`src/rtl/mmio_arb_pkg.sv`:
```
// Shared types and defaults for the two-master MMIO bus arbiter.
package mmio_arb_pkg;

  // Bus ownership; OWN_NONE means no master is granted this cycle.
  typedef enum logic [1:0] {
    OWN_NONE = 2'd0,
    OWN_M0   = 2'd1,
    OWN_M1   = 2'd2
  } owner_e;

  // Default cap on consecutive grant cycles while the other master waits.
  localparam int unsigned MAX_HOLD_DEFAULT = 4;

endpackage : mmio_arb_pkg

```
`src/rtl/mmio_bus_arbiter.sv`:
```
// Two-master arbiter for the shared MMIO data bus (ARM core on port 0,
// GPIO test port on port 1). Grants come from registered ownership state,
// handover between masters is bubble-free, and a hold counter bounds how
// long one master may keep the bus while the other is waiting.
module mmio_bus_arbiter
  import mmio_arb_pkg::*;
#(
  parameter int unsigned AW       = 32,
  parameter int unsigned DW       = 32,
  parameter int unsigned MAX_HOLD = MAX_HOLD_DEFAULT
) (
  input  logic          clk,
  input  logic          reset,
  input  logic          m0_req,
  input  logic          m0_we,
  input  logic [AW-1:0] m0_addr,
  input  logic [DW-1:0] m0_wdata,
  output logic          m0_gnt,
  output logic [DW-1:0] m0_rdata,
  input  logic          m1_req,
  input  logic          m1_we,
  input  logic [AW-1:0] m1_addr,
  input  logic [DW-1:0] m1_wdata,
  output logic          m1_gnt,
  output logic [DW-1:0] m1_rdata,
  output logic          bus_we,
  output logic [AW-1:0] bus_addr,
  output logic [DW-1:0] bus_wdata,
  input  logic [DW-1:0] bus_rdata
);

  localparam int unsigned   HW        = $clog2(MAX_HOLD + 1);
  localparam logic [HW-1:0] HOLD_LAST = HW'(MAX_HOLD - 1);
  localparam logic [HW-1:0] HOLD_MAX  = HW'(MAX_HOLD);
  localparam logic [HW-1:0] HOLD_ONE  = HW'(1);

  owner_e        owner_q, owner_d;
  logic          last_q, last_d;   // 1'b1: M1 was granted most recently
  logic [HW-1:0] hold_q, hold_d;
  logic          other_req_s;

  // State registers; reset drops ownership asynchronously so bus_we falls at once.
  always_ff @(posedge clk or posedge reset) begin
    if (reset) begin
      owner_q <= OWN_NONE;
      last_q  <= 1'b1;
      hold_q  <= {HW{1'b0}};
    end else begin
      owner_q <= owner_d;
      last_q  <= last_d;
      hold_q  <= hold_d;
    end
  end

  // Next owner: tie from idle goes to the master not granted last; the
  // current owner is forced off when the waiting master hits the hold limit.
  always_comb begin
    owner_d = owner_q;
    case (owner_q)
      OWN_NONE: begin
        if (m0_req && m1_req) begin
          owner_d = last_q ? OWN_M0 : OWN_M1;
        end else if (m0_req) begin
          owner_d = OWN_M0;
        end else if (m1_req) begin
          owner_d = OWN_M1;
        end else begin
          owner_d = OWN_NONE;
        end
      end
      OWN_M0: begin
        if (m0_req) begin
          if (m1_req && (hold_q == HOLD_LAST)) begin
            owner_d = OWN_M1;
          end else begin
            owner_d = OWN_M0;
          end
        end else if (m1_req) begin
          owner_d = OWN_M1;
        end else begin
          owner_d = OWN_NONE;
        end
      end
      OWN_M1: begin
        if (m1_req) begin
          if (m0_req && (hold_q == HOLD_LAST)) begin
            owner_d = OWN_M0;
          end else begin
            owner_d = OWN_M1;
          end
        end else if (m0_req) begin
          owner_d = OWN_M0;
        end else begin
          owner_d = OWN_NONE;
        end
      end
      default: owner_d = OWN_NONE;
    endcase
  end

  // Hold counter and last-granted tracking: count only cycles where the
  // other master is waiting, restart on every change of owner.
  always_comb begin
    case (owner_q)
      OWN_M0:  other_req_s = m1_req;
      OWN_M1:  other_req_s = m0_req;
      default: other_req_s = 1'b0;
    endcase

    if (owner_d != owner_q) begin
      hold_d = {HW{1'b0}};
    end else if (other_req_s && (hold_q != HOLD_MAX)) begin
      hold_d = hold_q + HOLD_ONE;
    end else begin
      hold_d = hold_q;
    end

    if (owner_d == OWN_M0) begin
      last_d = 1'b0;
    end else if (owner_d == OWN_M1) begin
      last_d = 1'b1;
    end else begin
      last_d = last_q;
    end
  end

  // Grants and bus mux decoded from registered ownership; a write needs
  // both the grant and the master's own request.
  always_comb begin
    m0_gnt   = (owner_q == OWN_M0);
    m1_gnt   = (owner_q == OWN_M1);
    m0_rdata = bus_rdata;
    m1_rdata = bus_rdata;
    case (owner_q)
      OWN_M0: begin
        bus_we    = m0_req & m0_we;
        bus_addr  = m0_addr;
        bus_wdata = m0_wdata;
      end
      OWN_M1: begin
        bus_we    = m1_req & m1_we;
        bus_addr  = m1_addr;
        bus_wdata = m1_wdata;
      end
      default: begin
        bus_we    = 1'b0;
        bus_addr  = {AW{1'b0}};
        bus_wdata = {DW{1'b0}};
      end
    endcase
  end

endmodule : mmio_bus_arbiter

```
`config.mk`:
```
export PLATFORM = sky130hd
export DESIGN_NAME = mmio_bus_arbiter
export DESIGN_NICKNAME = d
export VERILOG_FILES = /design/src/rtl/mmio_arb_pkg.sv /design/src/rtl/mmio_bus_arbiter.sv
export SDC_FILE = /design/constraint.sdc
export NUM_CORES = 1
export LEC_CHECK = 0
export ABC_AREA = 0
export BUFFER_PORTS_ARGS = -buffer_cell sky130_fd_sc_hd__buf_2
export CAP_MARGIN = 10
export CORE_AREA = 3 3 114 116
export CTS_BUF_LIST = sky130_fd_sc_hd__clkbuf_2
export CTS_CLUSTER_DIAMETER = 120
export CTS_CLUSTER_SIZE = 10
export DETAILED_ROUTE_END_ITERATION = 10
export DIE_AREA = 0 0 117 119
export SLEW_MARGIN = 20
export SYNTH_ARGS = -nofsm -noshare
export SYNTH_HDL_FRONTEND = slang
export SYNTH_SLANG_ARGS = --single-unit
```
`constraint.sdc`:
```
create_clock -name clk -period 1.7 [get_ports clk]
set_clock_uncertainty 0.05 [all_clocks]
set_input_delay 0.17 -clock clk [delete_from_list [all_inputs] [get_ports clk]]
set_output_delay 0.17 -clock clk [all_outputs]
set_load 0.02 [all_outputs]
```
==> impl_results.md <==
- Initial antenna violation count: 1
- DRT Wirelength: about 9.8 mm
- DIE HEIGHT: about 120 um
- CTS max path bufs: 2
- Slowest stage delay, CP: around 0.44 ns
- Period utilization: 1.13
- Clock sinks: 6
- Final slew viol count: 0
- Core Util, Final: 0.313
- # Max-Cap Violations: 0
- Critical path endpoint category: flip-flop
- DRT iter0 DRCs: 55
- Hold path cells: 3
- Count of mapped cells out of synthesis: between 200 and 300
- DR WL/cell: around 18 um
- Die width: ~120 um
- Clk root buf: clkbuf_2
- Maximum VDD drop: around 0.68 mV
- RSZ-0062 raised after global routing: true
- Critical path data required time: 1.80 ns
- Total CTS buffers: 3
- Ant. Diodes: 0
- Outcome: finished with violations
- Violated checks: negative setup slack
- Final setup margin: -0.214 ns
- Leakage power total: 1.64 nW
- Worst-Skew Late Latency: between 0.2 and 0.25 ns
- Vias/cell: roughly 4.5
- Core ar.: about 12000 um^2
- Peak Freq: 523 MHz
- GP Congestion: between 0.6 and 0.7
- Critical path cell sequence: inv_4, ha_4, buf_6, nor3_4, nor2_4, buf_4, a31o_4, a211oi_2
- Commonest non-fill, non-tap cell in the layout: buf_2
- First-pass GRT wire length: 12.4 mm
- PD cells: roughly 1700 nW/um^2
- Rel. slew slack: 0.784
- TritonRoute pass-1 iters: 4
- Measured slew at the worst slew-check pin: 0.315 ns
- H-tree levels: 1
- Vias: approximately 2500
- Commonest non-fill, non-tap cells in the layout: 136 x buf_2, 54 x buf_4, 45 x a22oi_2
- Syn_area_per_cell: roughly 7.4 um^2
- CTS tree: yes
- Final Setup Violations: between 60 and 70
- Largest fanout on the critical path: 6
- Slowest stage cell on the critical path: dfrtp_2
- CTS clk-pin slew, worst paths: about 0.070 ns
- Critical path arrival: ~2.0 ns
- Vias in the first global route: around 2400
- # nets final: 585
- Hold Slack: about 0.2 ns
- Netlist Area Pre-Place: 1960 um^2
- Flop2flop setup slack: -0.21 ns
- Hold Fails Final Rpt: 0
- Tmin final: 1.91 ns
- Seq cells post-synth: 6
- YS warnings: 0
- # DRC: 0
- R2R depth: 8
- Number of distinct library cells after synthesis: 26
- Sequential-to-total area share from yosys stat: 0.0772
- DRT antenna net count: 0
- Fraction of layout cells with a size suffix above 1: 0.849
- Starting Density: 0.163
- DIE AREA: 13900 um^2
- Setup crit start kind: flip-flop
- Net Count, Synth: 440
- Setup TNS: -8.50 ns
- IO Pins: about 300
- DP HPWL: ~6.7 mm
- FILL cells: between 1000 and 1500
- Gr usage total: 0.111
- Kind of critical path: flip-flop to flip-flop
- Hold Path Class: input port to flip-flop
- Grt ovf: 0
- Row cnt: 40
- Pin count of the biggest net entering global routing: 35
- Pre-CTS setup slack: -0.174 ns
- Area growth, synth to finish: 91.8%
- PortBufs: 200
## metal layers
| metal | track usage | part of all wire |
|---|---|---|
| met4 | 0.0258 | 0.027 |
| met1 | 0.115 | 0.34 |
| met5 | 0 | 0.0013 |
| met3 | 0.0325 | 0.088 |
| met2 | 0.214 | 0.55 |
## report_power, final
group	internal, mW	switching, mW	total (mW)
sequential	0.192	0.0600	0.252
clock	0.0623	0.0564	0.119
combinational	3.21	2.98	6.18
## area by class of cell
type,instances,area [um^2],area share
clock buffers,4,20.0,0.00532
inverters,9,38.8,0.0103
multi-input cells,166,1760,0.469
repair buffers,225,1600,0.425
well taps,147,184,0.0489
flip-flops and latches,6,154,0.0409
## worst max-delay path, delay by kind of cell, from the launching register on
| family | cells | cell delay (ns) |
|---|---|---|
| AO/OA/AOI/OAI | 2 | 0.48 |
| flip-flops | 1 | 0.44 |
| buffers and inverters | 3 | 0.34 |
| AND/OR/NAND/NOR | 2 | 0.33 |
| adder cells (fa/ha/maj) | 1 | 0.20 |
## cell usage after synthesis (all sizes together)
master,instances,area (um^2)
nand2,4,15.0
xnor2,1,8.76
a31o,1,8.76
buf,75,536
dfstp,1,26.3
a311oi,1,8.76
dfrtp,5,125
ha,8,100
nand2b,1,6.26
mux2i,4,40.0
nor2b,64,400
nand3,6,35.0
mux2,2,30.0
inv,9,33.8
a211oi,3,27.5
a22o,1,8.76
clkbuf,10,37.5
a22oi,64,480
nor3,1,5.00
and3,1,6.26
nor2,2,7.51
nand4,1,6.26
a21boi,1,7.51
## registers in the layout, summed over array words and instances (netlist names)
name / flops
last_q: 1
owner_q: 2
hold_q: 3
## timing repair
action                                 4_1_cts  5_1_grt
resized for setup                           74       74
hold buffers                                 1        0
endpoints found under the hold margin        5        0
gates cloned                                 1        5
buffers inserted                             4        5
setup endpoints to repair                   70       69
pin swaps                                    2       25
## per-stage QoR
| stage | power, mW | area, um^2 | instances |
|---|---|---|---|
| final | 6.55 | 3760 | 557 |
| after global routing | 6.97 | 3760 | 557 |
| after CTS | 5.56 | 3320 | 548 |
| after detailed placement | 4.86 | 2990 | 538 |
| after global placement | 4.73 | 2990 | 538 |
| after floorplan | 3.75 | 2240 | 266 |
## final timing paths
path | from | endpoint
setup / recovery | owner_q[0] | hold_q[1]
hold / removal | m1_req | owner_q[1]
setup reg to reg | owner_q[0] | hold_q[1]
hold reg to reg | last_q | last_q
max in group asynchronous | reset | last_q
min in group asynchronous | reset | hold_q[1]
## cells by family after synthesis
group	share of synthesized area
multiplexers	0.0357
XOR/XNOR	0.00447
AND/OR/NAND/NOR	0.246
adder cells (fa/ha/maj)	0.0511
flip-flops	0.0772
AO/OA/AOI/OAI	0.276
buffers and inverters	0.310
No activity file was read; power rests on OpenSTA's default activity.
